`src/rtl/load_store_unit_pkg.sv`:
```
// Shared types and helpers for the RV32 load/store unit: FSM states,
// funct3 size encodings and the per-request decode helpers.
package load_store_unit_pkg;

    // Architectural register value as seen by write-back.
    typedef logic [31:0] arch_reg;

    // Transaction sequencing states.
    typedef enum logic [1:0] {
        IDLE = 2'd0,
        REQ  = 2'd1,
        WAIT = 2'd2,
        RESP = 2'd3
    } lsu_state_t;

    // funct3 encodings for the access size / extension.
    typedef logic [2:0] mem_size_t;
    localparam mem_size_t SIZE_B  = 3'b000;
    localparam mem_size_t SIZE_H  = 3'b001;
    localparam mem_size_t SIZE_W  = 3'b010;
    localparam mem_size_t SIZE_BU = 3'b100;
    localparam mem_size_t SIZE_HU = 3'b101;

    // Unsigned variants only exist for loads.
    function automatic logic funct3_legal(input logic is_store, input mem_size_t f3);
        logic ok;
        case (f3)
            SIZE_B, SIZE_H, SIZE_W: ok = 1'b1;
            SIZE_BU, SIZE_HU:       ok = ~is_store;
            default:                ok = 1'b0;
        endcase
        return ok;
    endfunction

    // Halves need an even address, words a word-aligned address.
    function automatic logic addr_misaligned(input mem_size_t f3, input logic [1:0] a);
        logic mis;
        case (f3)
            SIZE_H, SIZE_HU: mis = a[0];
            SIZE_W:          mis = (a != 2'b00);
            default:         mis = 1'b0;
        endcase
        return mis;
    endfunction

    // Byte lanes touched by the access.
    function automatic logic [3:0] byte_enables(input mem_size_t f3, input logic [1:0] a);
        logic [3:0] be;
        case (f3)
            SIZE_B, SIZE_BU: be = 4'b0001 << a;
            SIZE_H, SIZE_HU: be = 4'b0011 << a;
            SIZE_W:          be = 4'b1111;
            default:         be = 4'b0000;
        endcase
        return be;
    endfunction

    // Replicate store data across all lanes so the byte enables pick the right copy.
    function automatic logic [31:0] store_lanes(input mem_size_t f3, input logic [31:0] wdata);
        logic [31:0] lanes;
        case (f3)
            SIZE_B:  lanes = {4{wdata[7:0]}};
            SIZE_H:  lanes = {2{wdata[15:0]}};
            SIZE_W:  lanes = wdata;
            default: lanes = 32'h0000_0000;
        endcase
        return lanes;
    endfunction

endpackage

```
`src/rtl/load_store_unit_if.sv`:
```
// Execute-side request, write-back response and data-memory bus of the
// load/store unit. The master view is the unit itself; slave is its environment.
interface load_store_unit_if;
    import load_store_unit_pkg::*;

    logic        req_valid;
    logic        req_ready;
    logic        req_is_store;
    logic [2:0]  req_funct3;
    logic [31:0] req_addr;
    logic [31:0] req_wdata;

    logic        resp_valid;
    logic        resp_ready;
    arch_reg     resp_data;
    logic        resp_misaligned;
    logic        resp_fault;

    logic        mem_req_valid;
    logic        mem_req_ready;
    logic        mem_we;
    logic [31:0] mem_addr;
    logic [31:0] mem_wdata;
    logic [3:0]  mem_be;
    logic        mem_rsp_valid;
    logic [31:0] mem_rsp_rdata;

    modport master (
        input  req_valid, req_is_store, req_funct3, req_addr, req_wdata,
        output req_ready,
        output resp_valid, resp_data, resp_misaligned, resp_fault,
        input  resp_ready,
        output mem_req_valid, mem_we, mem_addr, mem_wdata, mem_be,
        input  mem_req_ready, mem_rsp_valid, mem_rsp_rdata
    );

    modport slave (
        output req_valid, req_is_store, req_funct3, req_addr, req_wdata,
        input  req_ready,
        input  resp_valid, resp_data, resp_misaligned, resp_fault,
        output resp_ready,
        input  mem_req_valid, mem_we, mem_addr, mem_wdata, mem_be,
        output mem_req_ready, mem_rsp_valid, mem_rsp_rdata
    );

endinterface

```
`src/rtl/load_store_unit_load_align_extend.sv`:
```
// Pure combinational load formatter: moves the addressed lane of the read
// word down to bit 0 and sign- or zero-extends it to a full register.
module load_align_extend
    import load_store_unit_pkg::*;
(
    input  logic [31:0] rdata,
    input  logic [1:0]  addr_lo,
    input  mem_size_t   funct3,
    output arch_reg     result
);

    logic [31:0] shifted_s;

    // Select the lane by byte offset, then extend according to funct3.
    always_comb begin
        shifted_s = rdata >> {addr_lo, 3'b000};
        case (funct3)
            SIZE_B:  result = {{24{shifted_s[7]}}, shifted_s[7:0]};
            SIZE_H:  result = {{16{shifted_s[15]}}, shifted_s[15:0]};
            SIZE_W:  result = rdata;
            SIZE_BU: result = {24'h00_0000, shifted_s[7:0]};
            SIZE_HU: result = {16'h0000, shifted_s[15:0]};
            default: result = 32'h0000_0000;
        endcase
    end

endmodule

```
`src/rtl/load_store_unit.sv`:
```
// RV32 load/store unit: one outstanding data-memory transaction between
// execute and write-back, with alignment checks, lane steering for stores,
// load extension and a bus timeout.
module load_store_unit
    import load_store_unit_pkg::*;
#(
    parameter int unsigned TIMEOUT_CYCLES = 255
) (
    input  logic              clk,
    input  logic              rst,
    load_store_unit_if.master bus
);

    // Counter value on the last cycle allowed before the abort.
    localparam logic [15:0] TIMEOUT_LAST = 16'(TIMEOUT_CYCLES - 1);

    lsu_state_t  state_r;
    lsu_state_t  state_next_s;

    logic        is_store_r;
    mem_size_t   funct3_r;
    logic [1:0]  addr_lo_r;
    logic [31:0] mem_addr_r;
    logic [31:0] mem_wdata_r;
    logic [3:0]  mem_be_r;
    logic        mem_we_r;
    logic [15:0] tmo_cnt_r;

    arch_reg     resp_data_r;
    logic        resp_misaligned_r;
    logic        resp_fault_r;

    logic        req_ready_r;
    logic        mem_req_valid_r;
    logic        resp_valid_r;

    logic        req_bad_s;
    logic        expire_s;
    logic        accept_s;
    logic        capture_s;
    logic        timeout_s;
    arch_reg     load_result_s;

    load_align_extend u_align (
        .rdata   (bus.mem_rsp_rdata),
        .addr_lo (addr_lo_r),
        .funct3  (funct3_r),
        .result  (load_result_s)
    );

    // Decode the incoming request and the timeout condition.
    always_comb begin
        req_bad_s = ~funct3_legal(bus.req_is_store, bus.req_funct3) |
                    addr_misaligned(bus.req_funct3, bus.req_addr[1:0]);
        expire_s  = (tmo_cnt_r == TIMEOUT_LAST);
    end

    // Next-state logic and one-cycle event strobes.
    always_comb begin
        state_next_s = state_r;
        accept_s     = 1'b0;
        capture_s    = 1'b0;
        timeout_s    = 1'b0;
        case (state_r)
            IDLE: begin
                if (bus.req_valid) begin
                    accept_s     = 1'b1;
                    state_next_s = req_bad_s ? RESP : REQ;
                end else begin
                    state_next_s = IDLE;
                end
            end
            REQ: begin
                // A response arriving with the request handshake skips WAIT.
                if (bus.mem_req_ready && bus.mem_rsp_valid) begin
                    capture_s    = 1'b1;
                    state_next_s = RESP;
                end else if (expire_s) begin
                    timeout_s    = 1'b1;
                    state_next_s = RESP;
                end else if (bus.mem_req_ready) begin
                    state_next_s = WAIT;
                end else begin
                    state_next_s = REQ;
                end
            end
            WAIT: begin
                // A response on the expiry cycle takes priority over the fault.
                if (bus.mem_rsp_valid) begin
                    capture_s    = 1'b1;
                    state_next_s = RESP;
                end else if (expire_s) begin
                    timeout_s    = 1'b1;
                    state_next_s = RESP;
                end else begin
                    state_next_s = WAIT;
                end
            end
            RESP: begin
                if (bus.resp_ready) begin
                    state_next_s = IDLE;
                end else begin
                    state_next_s = RESP;
                end
            end
            default: begin
                state_next_s = IDLE;
            end
        endcase
    end

    // State register.
    always_ff @(posedge clk or posedge rst) begin
        if (rst) begin
            state_r <= IDLE;
        end else begin
            state_r <= state_next_s;
        end
    end

    // Handshake outputs registered from the next state so they track it exactly.
    always_ff @(posedge clk or posedge rst) begin
        if (rst) begin
            req_ready_r     <= 1'b1;
            mem_req_valid_r <= 1'b0;
            resp_valid_r    <= 1'b0;
        end else begin
            req_ready_r     <= (state_next_s == IDLE);
            mem_req_valid_r <= (state_next_s == REQ);
            resp_valid_r    <= (state_next_s == RESP);
        end
    end

    // Timeout counter: runs across REQ and WAIT, restarts everywhere else.
    always_ff @(posedge clk or posedge rst) begin
        if (rst) begin
            tmo_cnt_r <= 16'h0000;
        end else if ((state_r == REQ) || (state_r == WAIT)) begin
            tmo_cnt_r <= tmo_cnt_r + 16'h0001;
        end else begin
            tmo_cnt_r <= 16'h0000;
        end
    end

    // Latch the request and precompute the bus beat at acceptance.
    always_ff @(posedge clk or posedge rst) begin
        if (rst) begin
            is_store_r  <= 1'b0;
            funct3_r    <= 3'b000;
            addr_lo_r   <= 2'b00;
            mem_addr_r  <= 32'h0000_0000;
            mem_wdata_r <= 32'h0000_0000;
            mem_be_r    <= 4'b0000;
            mem_we_r    <= 1'b0;
        end else if (accept_s) begin
            is_store_r  <= bus.req_is_store;
            funct3_r    <= bus.req_funct3;
            addr_lo_r   <= bus.req_addr[1:0];
            mem_addr_r  <= {bus.req_addr[31:2], 2'b00};
            mem_wdata_r <= bus.req_is_store ? store_lanes(bus.req_funct3, bus.req_wdata)
                                            : 32'h0000_0000;
            mem_be_r    <= byte_enables(bus.req_funct3, bus.req_addr[1:0]);
            mem_we_r    <= bus.req_is_store;
        end
    end

    // Response payload: cleared on acceptance, filled by a response or a timeout.
    always_ff @(posedge clk or posedge rst) begin
        if (rst) begin
            resp_data_r       <= 32'h0000_0000;
            resp_misaligned_r <= 1'b0;
            resp_fault_r      <= 1'b0;
        end else if (accept_s) begin
            resp_data_r       <= 32'h0000_0000;
            resp_misaligned_r <= req_bad_s;
            resp_fault_r      <= 1'b0;
        end else if (capture_s) begin
            resp_data_r       <= is_store_r ? 32'h0000_0000 : load_result_s;
        end else if (timeout_s) begin
            resp_data_r       <= 32'h0000_0000;
            resp_fault_r      <= 1'b1;
        end
    end

    assign bus.req_ready       = req_ready_r;
    assign bus.resp_valid      = resp_valid_r;
    assign bus.resp_data       = resp_data_r;
    assign bus.resp_misaligned = resp_misaligned_r;
    assign bus.resp_fault      = resp_fault_r;
    assign bus.mem_req_valid   = mem_req_valid_r;
    assign bus.mem_we          = mem_we_r;
    assign bus.mem_addr        = mem_addr_r;
    assign bus.mem_wdata       = mem_wdata_r;
    assign bus.mem_be          = mem_be_r;

endmodule

```
`src/flat_wrapper.sv`:
```
// flat-port wrapper written by rule: the top's interface ports become plain ports
module load_store_unit_flat import load_store_unit_pkg::*;
#(
    parameter int unsigned TIMEOUT_CYCLES = 255
)
  (clk, rst, bus_req_valid, bus_req_is_store, bus_req_funct3, bus_req_addr, bus_req_wdata, bus_req_ready, bus_resp_valid, bus_resp_data, bus_resp_misaligned, bus_resp_fault, bus_resp_ready, bus_mem_req_valid, bus_mem_we, bus_mem_addr, bus_mem_wdata, bus_mem_be, bus_mem_req_ready, bus_mem_rsp_valid, bus_mem_rsp_rdata);
  load_store_unit_if bus_i ();
  input  logic clk;
  input  logic rst;
  input wire logic [$bits(bus_i.req_valid)-1:0] bus_req_valid;
  input wire logic [$bits(bus_i.req_is_store)-1:0] bus_req_is_store;
  input wire logic [$bits(bus_i.req_funct3)-1:0] bus_req_funct3;
  input wire logic [$bits(bus_i.req_addr)-1:0] bus_req_addr;
  input wire logic [$bits(bus_i.req_wdata)-1:0] bus_req_wdata;
  output wire logic [$bits(bus_i.req_ready)-1:0] bus_req_ready;
  output wire logic [$bits(bus_i.resp_valid)-1:0] bus_resp_valid;
  output wire logic [$bits(bus_i.resp_data)-1:0] bus_resp_data;
  output wire logic [$bits(bus_i.resp_misaligned)-1:0] bus_resp_misaligned;
  output wire logic [$bits(bus_i.resp_fault)-1:0] bus_resp_fault;
  input wire logic [$bits(bus_i.resp_ready)-1:0] bus_resp_ready;
  output wire logic [$bits(bus_i.mem_req_valid)-1:0] bus_mem_req_valid;
  output wire logic [$bits(bus_i.mem_we)-1:0] bus_mem_we;
  output wire logic [$bits(bus_i.mem_addr)-1:0] bus_mem_addr;
  output wire logic [$bits(bus_i.mem_wdata)-1:0] bus_mem_wdata;
  output wire logic [$bits(bus_i.mem_be)-1:0] bus_mem_be;
  input wire logic [$bits(bus_i.mem_req_ready)-1:0] bus_mem_req_ready;
  input wire logic [$bits(bus_i.mem_rsp_valid)-1:0] bus_mem_rsp_valid;
  input wire logic [$bits(bus_i.mem_rsp_rdata)-1:0] bus_mem_rsp_rdata;
  assign bus_i.req_valid = bus_req_valid;
  assign bus_i.req_is_store = bus_req_is_store;
  assign bus_i.req_funct3 = bus_req_funct3;
  assign bus_i.req_addr = bus_req_addr;
  assign bus_i.req_wdata = bus_req_wdata;
  assign bus_req_ready = bus_i.req_ready;
  assign bus_resp_valid = bus_i.resp_valid;
  assign bus_resp_data = bus_i.resp_data;
  assign bus_resp_misaligned = bus_i.resp_misaligned;
  assign bus_resp_fault = bus_i.resp_fault;
  assign bus_i.resp_ready = bus_resp_ready;
  assign bus_mem_req_valid = bus_i.mem_req_valid;
  assign bus_mem_we = bus_i.mem_we;
  assign bus_mem_addr = bus_i.mem_addr;
  assign bus_mem_wdata = bus_i.mem_wdata;
  assign bus_mem_be = bus_i.mem_be;
  assign bus_i.mem_req_ready = bus_mem_req_ready;
  assign bus_i.mem_rsp_valid = bus_mem_rsp_valid;
  assign bus_i.mem_rsp_rdata = bus_mem_rsp_rdata;
  load_store_unit #(.TIMEOUT_CYCLES(TIMEOUT_CYCLES)) u_core (.clk(clk), .rst(rst), .bus(bus_i));
endmodule
```
`config.mk`:
```
export PLATFORM = sky130hd
export DESIGN_NAME = load_store_unit_flat
export DESIGN_NICKNAME = d
export VERILOG_FILES = /design/src/rtl/load_store_unit_pkg.sv /design/src/rtl/load_store_unit_if.sv /design/src/rtl/load_store_unit_load_align_extend.sv /design/src/rtl/load_store_unit.sv /design/src/flat_wrapper.sv
export SDC_FILE = /design/constraint.sdc
export NUM_CORES = 1
export LEC_CHECK = 0
export CORE_MARGIN = 4
export CORE_UTILIZATION = 25
export DETAILED_ROUTE_END_ITERATION = 8
export SYNTH_ARGS = -nofsm -noshare
export SYNTH_HDL_FRONTEND = slang
export SYNTH_SLANG_ARGS = --single-unit
export TNS_END_PERCENT = 10
```
`constraint.sdc`:
```
create_clock -name clk -period 4.6 [get_ports clk]
set_input_delay 1.15 -clock clk [delete_from_list [all_inputs] [get_ports clk]]
set_output_delay 1.15 -clock clk [all_outputs]
set_load 0.005 [all_outputs]
```
==> results of run 1 <==
power breakdown:
part	leakage (uW)	switching, uW	internal [uW]
Clock	0.000302	508	908
Sequential	0.00169	264	1460
Combinational	0.00202	957	1040
Total	0.00401	1730	3400
through the flow:
stage	power (uW)	hold slack, ns
after floorplan	2720	0.467
after global placement	3740	0.456
after detailed placement	3760	0.462
after CTS	5210	0.476
after global routing	5500	0.499
final	5130	0.472
state kept, by name, indices dropped and copies added (netlist names):
name,cells
u_core.bus.mem_wdata,32
u_core.bus.resp_data,32
u_core.bus.mem_addr,30
u_core.tmo_cnt_r,16
u_core.bus.mem_be,4
u_core.funct3_r,3
u_core.addr_lo_r,2
u_core.state_r,2
u_core.bus.mem_req_valid,1
u_core.bus.mem_we,1
u_core.bus.req_ready,1
u_core.bus.resp_fault,1
u_core.bus.resp_misaligned,1
u_core.bus.resp_valid,1
cell usage in the layout (no fill, tap or decap), types with 4 or more instances in the layout:
cell type and n:
xor2_1 8, ha_1 7, nand2_1 173, mux2_2 10, clkbuf_16 17, clkbuf_8 4
and3_1 4, mux2i_1 15, clkinv_2 4, inv_1 6, clkdlybuf4s50_1 209, a21oi_1 40
nand3_1 22, o22ai_1 8, or3_1 6, nor2_1 16, a32o_1 9, a221o_1 10
a22o_1 40, dfrtp_1 126, nor2b_1 15, o21ai_0 40, buf_4 12, nand4_1 5
critical path: stages:
cell and delay [ns]:
clkdlybuf4s50_1 0.84, o41ai_1 0.95, o22ai_1 0.20
cell families after synthesis:
logic type                 count (synthesis)  share of synthesized area [%]
AOI/OAI and AO/OA                        164                           18.5
other                                      1                         0.0608
xor gates and xnor gates                  10                           1.42
muxes                                     25                           4.26
buffers and inverters                     56                           3.61
DFF                                      127                           51.5
adders and majority gates                  7                           1.42
and+or+nand+nor                          264                           19.2
cell usage after synthesis (2+ instances only):
library cell	number	area share, %
mux2_2	10	1.8
dfrtp_1	126	51
clkbuf_1	34	2.1
ha_1	7	1.4
mux2i_1	15	2.4
a21oi_1	40	3.2
xnor2_1	2	0.28
and4_1	2	0.28
o21ai_0	40	3.2
nand4_1	5	0.51
and2_1	2	0.20
buf_4	2	0.24
and3_1	4	0.41
xor2_1	8	1.1
o22ai_1	8	0.81
nor2b_1	15	1.5
inv_1	7	0.43
nor2_1	16	0.97
a22o_1	40	5.7
nand2b_1	3	0.30
a32o_1	9	1.5
nor3_1	3	0.24
nand2_1	174	11
a221o_1	10	1.6
nand3_1	22	1.8
buf_1	8	0.49
a22oi_1	2	0.24
o31ai_1	2	0.24
or3_1	6	0.61
buf_2	4	0.32
nor3b_1	2	0.24
nand3b_1	2	0.24
metal layers:
metal / up-vias / global-route usage [%] / share of wire (%)
met1: 2594 / 20.3 / 46
met4: 0 / 4.54 / 1.8
li1: 2692 / - / -
met5: - / 0 / 0
met2: 171 / 22.0 / 45
met3: 20 / 4.39 / 6.4
layout make-up:
cell class / instances / area, um2
fill: 2447 / 15100
sequential: 127 / 3180
clock buffer: 22 / 484
clock inverter: 10 / 134
multi-input combinational: 472 / 2780
inverter: 8 / 35.0
tap: 324 / 405
timing repair buffer: 221 / 2180
final timing paths:
kind	from	endpoint	depth (start not counted)
max	bus_req_funct3[0]	u_core.state_r[1]$_DFF_PP0_	3
max in group asynchronous	rst	u_core.bus.mem_addr[31]$_DFFE_PP0P_	3
min in group asynchronous	rst	u_core.bus.mem_addr[20]$_DFFE_PP0P_	2
min	u_core.bus.mem_addr[5]$_DFFE_PP0P_	u_core.bus.mem_addr[5]$_DFFE_PP0P_	2
max reg2reg	u_core.state_r[1]$_DFF_PP0_	u_core.bus.resp_data[10]$_DFFE_PP0P_	7
min reg2reg	u_core.bus.mem_addr[5]$_DFFE_PP0P_	u_core.bus.mem_addr[5]$_DFFE_PP0P_	2
==> summary.md, run 1 <==
| Metric | Value |
|---|---|
| Die ar. | 27300 um2 |
| Endpoints failing setup | 0 |
| CTS sink count | 127 |
| WS Path Type | in -> reg |
| HPWL Detailed | 14300 um |
| CTS tree | yes |
| Layout Cell Area excl Fill | 9200 um2 |
| Post-route setup TNS | 0 ns |
| Skew-Pair Late Insertion Delay | 0.41 ns |
| Clk_skew | around 0.011 ns |
| Pwr/cell area | 558 nW/um2 |
| Largest net degree at the start of global routing | 87 |
| Drt drc | 0 |
| I/O Pins | 212 |
| Worst Max-Slew Pin Slew | 1.12 ns |
| Antenna Nets Post-Route | 0 |
| Max cap viols | 0 |
| Syn. warnings | 0 |
| Post-Syn Instances | 654 |
| Seq cells post-synth | 127 |
| Post-CTS Hold Buffers | 0 |
| Yosys cell types | 56 |
| GPL Wtd Cong | 0.793 |
| Pre-Repair DR Iteration Count | 5 |
| HP Class | reg -> reg |
| Cell Area, Synth | 6170 um2 |
| CTS root buf | clkbuf_16 |
| Wire per inst | roughly 17 um |
| Crit path required time | approximately 4.8 ns |
| Iter 0 DRT Violations | 243 |
| Clock buffer depth | 2 |
| Fin. Hold Viols | 0 |
| Final min period | 2.91 ns |
| TritonCTS Buffers | 17 |
| CP max FO | 25 |
| Number of synthesized flops with an enable pin | 0 |
| Synth Flop Type | dfrtp_1 |
| Initial antenna violation count | 0 |
| Final wirelength | 19900 um |
| F_max | ~0.34 GHz |
| Share of post-route cells with drive strength above 1 | 7.44% |
| Final Core Density | 37.8% |
| Final Cycle Share | 63.3% |
| Die Wd | approximately 170 um |
| Placed Cells | 1152 |
| Area Overhead vs Synth | 49.1% |
| Post-CTS Resized | 0 |
| First-pass GRT wire length | 31200 um |
| Total number of vias | between 5000 and 6000 |
| Die span in y | 165 um |
| # port buffers | between 200 and 250 |
| Sequential area share after synthesis | 51.5% |
| Final Non-Filler Cells | ~1200 |
| Lkg Pwr | 0.00401 uW |
| Antenna cells | 0 |
| H-tree levels | 4 |
| CP arrival | 3.15 ns |
| FF-to-FF setup slack | 2.19 ns |
| FP Rows | 57 |
| CP Capture Type | flop |
| RSZ-0062 raised after global routing | no |
| Total Routing Usage GR | about 15% |
| Worst setup margin | roughly 1.7 ns |
| Syn avg cell area | 9.44 um2 |
| Placed Area | 8580 um2 |
| Worst slack, placed | 1.26 ns |
| Slew Limit Fails | 0 |
| Via-to-Cell Ratio | 4.63 |
| Setup crit start kind | input port |
| Asr flop ratio synth | 100% |
| Initial core utilization | 25.4% |
| Fin nets | 960 |
| Grt ovf | 0 |
| Setup Buffers After CTS | 0 |
| Vias in the first global route | 5612 |
| Status | completed |
| Worst vdd ir | 0.000232 V |
| Relative slew slack | 24.9% |
| Core ar. | between 20000 and 25000 um2 |
| Clock transition at the registers of the reported paths | 0.06 ns |
(Power assumes the default switching activity.)
==> run 2, diff against run 1 <==
==> constraint.sdc (replaced) <==
create_clock -name clk -period 2.5 [get_ports clk]
set_input_delay 0.625 -clock clk [delete_from_list [all_inputs] [get_ports clk]]
set_output_delay 0.625 -clock clk [all_outputs]
set_load 0.005 [all_outputs]
==> summary.md, run 2 (synthesis gave the netlist of run 1 again) <==
| Metric | Value |
|---|---|
| Via-to-Cell Ratio | 4.65 (+0.55%) |
| Lkg Pwr | 0.00408 uW (+1.8%) |
| Grt ovf | 0 (unchanged) |
| Post-CTS Hold Buffers | 0 (unchanged) |
| Post-route setup TNS | 0 ns (unchanged) |
| R2R depth | 5 (-2) |
| Clk_skew | 0.0108 ns (-0.0000601 ns) |
| Int Pwr | 6200 uW (+82%) |
| Final min period | 2.28 ns |
| Delay-heaviest family, CP | simple AND/OR/NAND/NOR gates |
| Status | completed |
| GPL Wtd Cong | 0.810 (+2.1%) |
| Drt drc | 0 (unchanged) |
| CP arrival | 2.58 ns (-0.57 ns) |
| CP max FO | 9 (-64%) |
| I/O Pins | 212 (unchanged) |
| Hold Crit Start | u_core.bus.mem_addr[30]$_DFFE_PP0P_ |
| WHS Path Cells | 2 (unchanged) |
| Crit path required time | 2.80 ns (-2.04 ns) |
| Area Overhead vs Synth | 51.6% |
| Commonest non-fill, non-tap cell in the layout | clkdlybuf4s50_1 |
| Worst Max-Slew Pin Slew | 1.10 ns (-0.0209 ns) |
| Total Routing Usage GR | 14.4% (-0.22 points) |
| Fin nets | 975 (+1.6%) |
| Clock buffer depth | 2 (unchanged) |
| CTS root buf | clkbuf_16 |
| Initial core utilization | 25.4% (unchanged) |
| Worst vdd ir | 0.000393 V (+69%) |
| Core ar. | 24300 um2 (unchanged) |
| Total number of vias | 5577 (+1.8%) |
| Endpoints failing setup | 0 (unchanged) |
| HPWL Detailed | 14600 um (+2.2%) |
| Antenna cells | 0 (unchanged) |
| Buffers and inverters on the worst path | 1 (unchanged) |
| Relative slew slack | 26.3% (+1.4 points) |
| Combinational share of power | 41.0% (+2.1 points) |
| Most frequent cells in the layout | clkdlybuf4s50_1, nand2_1, dfrtp_1 |
| First-pass GRT wire length | 30800 um (-1.1%) |
| CTS tree | yes |
| Slew Limit Fails | 0 (unchanged) |
| Cell chain of the critical path | or4_4, nor4_4, buf_4, a21oi_1, a32o_1 |
| Switching power | 3280 uW (+90%) |
| Clock transition at the registers of the reported paths | 0.06 ns (about the same) |
| Wire per inst | 16.6 um (-1.7%) |
| CTS sink count | 127 (unchanged) |
| H-tree levels | 4 (unchanged) |
| Share of post-route cells with drive strength above 1 | 9.14% (+1.7 points) |
| Die Wd | 165 um (unchanged) |
| Post-CTS Resized | 0 (unchanged) |
| F_max | 0.438 GHz |
| Iter 0 DRT Violations | 268 (+10%) |
| # port buffers | 209 (unchanged) |
| Die ar. | 27300 um2 (unchanged) |
| HP Class | reg -> reg |
| Max cap viols | 0 (unchanged) |
| TritonCTS Buffers | 17 (unchanged) |
| Skew-Pair Late Insertion Delay | 0.42 ns (about the same) |
| Initial antenna violation count | 0 (unchanged) |
| Hold WS | 0.469 ns (-0.00213 ns) |
| Hold EP | u_core.bus.mem_addr[30]$_DFFE_PP0P_ |
| Clk pwr share | 26.3% (-1.3 points) |
| Vias in the first global route | 5479 (-2.4%) |
| Setup crit start kind | flop |
| Crit-path slowest cell | or4_4 |
| Final Cycle Share | roughly nine tenths |
| FP Rows | 57 (unchanged) |
| WS Path Type | reg -> reg |
| Pre-Repair DR Iteration Count | 5 (unchanged) |
| Setup Buffers After CTS | 0 (unchanged) |
| Die span in y | 165 um (unchanged) |
| Pwr/cell area | 1010 nW/um2 (+82%) |
| Sw Ratio | 34.6% (+0.88 points) |
| Total power | 9480 uW (+85%) |
| CP Capture Type | flop |
| Largest net degree at the start of global routing | 39 (-55%) |
| RSZ-0062 raised after global routing | no |
| Reg-to-reg endpoint | u_core.bus.resp_data[15]$_DFFE_PP0P_ |
| Sequential power share | 32.7% (-0.8 points) |
| FF-to-FF setup slack | 0.22 ns (-1.97 ns) |
| Fin. Hold Viols | 0 (unchanged) |
| Final wirelength | 19900 um (-0.45%) |
| Filler instances | 2402 (-1.8%) |
| Reg2reg start | u_core.tmo_cnt_r[12]$_DFF_PP0_ |
| Antenna Nets Post-Route | 0 (unchanged) |
| Slowest Stage Delay on Critical Path | 0.57 ns (-0.38 ns) |
-- run 2: worst max-delay path by stage --
stage / endpoint / start / depth (start not counted) / slack, ns
detailed placement: u_core.bus.resp_data[15]$_DFFE_PP0P_ / bus_mem_req_ready / 5 / -0.03
finish: u_core.bus.resp_data[15]$_DFFE_PP0P_ / u_core.tmo_cnt_r[12]$_DFF_PP0_ / 5 / 0.22
global placement: u_core.bus.resp_data[0]$_DFFE_PP0P_ / bus_mem_req_ready / 5 / 0.04
global route: u_core.bus.resp_data[6]$_DFFE_PP0P_ / u_core.state_r[1]$_DFF_PP0_ / 6 / 0.14
floorplan: u_core.addr_lo_r[0]$_DFFE_PP0P_ / rst / 1 / 0.31
CTS: u_core.bus.resp_data[15]$_DFFE_PP0P_ / u_core.tmo_cnt_r[12]$_DFF_PP0_ / 5 / 0.23
-- run 2: cell type report --
type | count | area (um2) | area share, %
sequential | 127 | 3180 | 34.0
multi-input combinational | 472 | 2780 | 29.7
timing repair buffer | 236 | 2370 | 25.3
clock buffer | 17 | 425 | 4.55
tap | 324 | 405 | 4.33
clock inverter | 15 | 158 | 1.69
inverter | 8 | 33.8 | 0.361
-- run 2: per-layer routing --
metal / vias up / wire (um) / global-route usage, %
met1: 2660 / 8990 / 19.9
met4: 0 / 233 / 3.63
li1: 2719 / - / -
met2: 181 / 9150 / 22.0
met5: - / 0 / 0
met3: 17 / 1480 / 4.64
-- run 2: worst register-to-register path: stages (launching register included) --
cell and delay, ns:
dfrtp_1 0.43, or4_4 0.57, nor4_4 0.38, buf_4 0.20, a21oi_1 0.24, a32o_1 0.36
-- run 2: per-stage QoR --
step / std cells / instance area [um2] / worst slack [ns] / utilization (%)
finish: 1199 / 9350 / 0.218 / 38.5
global route: 1199 / 9350 / 0.144 / 38.5
CTS: 1199 / 9350 / 0.229 / 38.5
detailed placement: 1167 / 8770 / -0.0276 / 36.1
global placement: 1167 / 8770 / 0.0405 / 36.1
floorplan: 655 / 6180 / 0.309 / -
-- run 2: power groups by stage --
stage / combinational, uW / sequential (uW) / clock (uW)
3_5_place_dp: 3940 / 3130 / 0
6_report: 3890 / 3100 / 2490
5_1_grt: 4280 / 3200 / 2650
4_1_cts: 3950 / 3110 / 2550
3_3_place_gp: 3900 / 3140 / 0
2_1_floorplan: 1930 / 3080 / 0
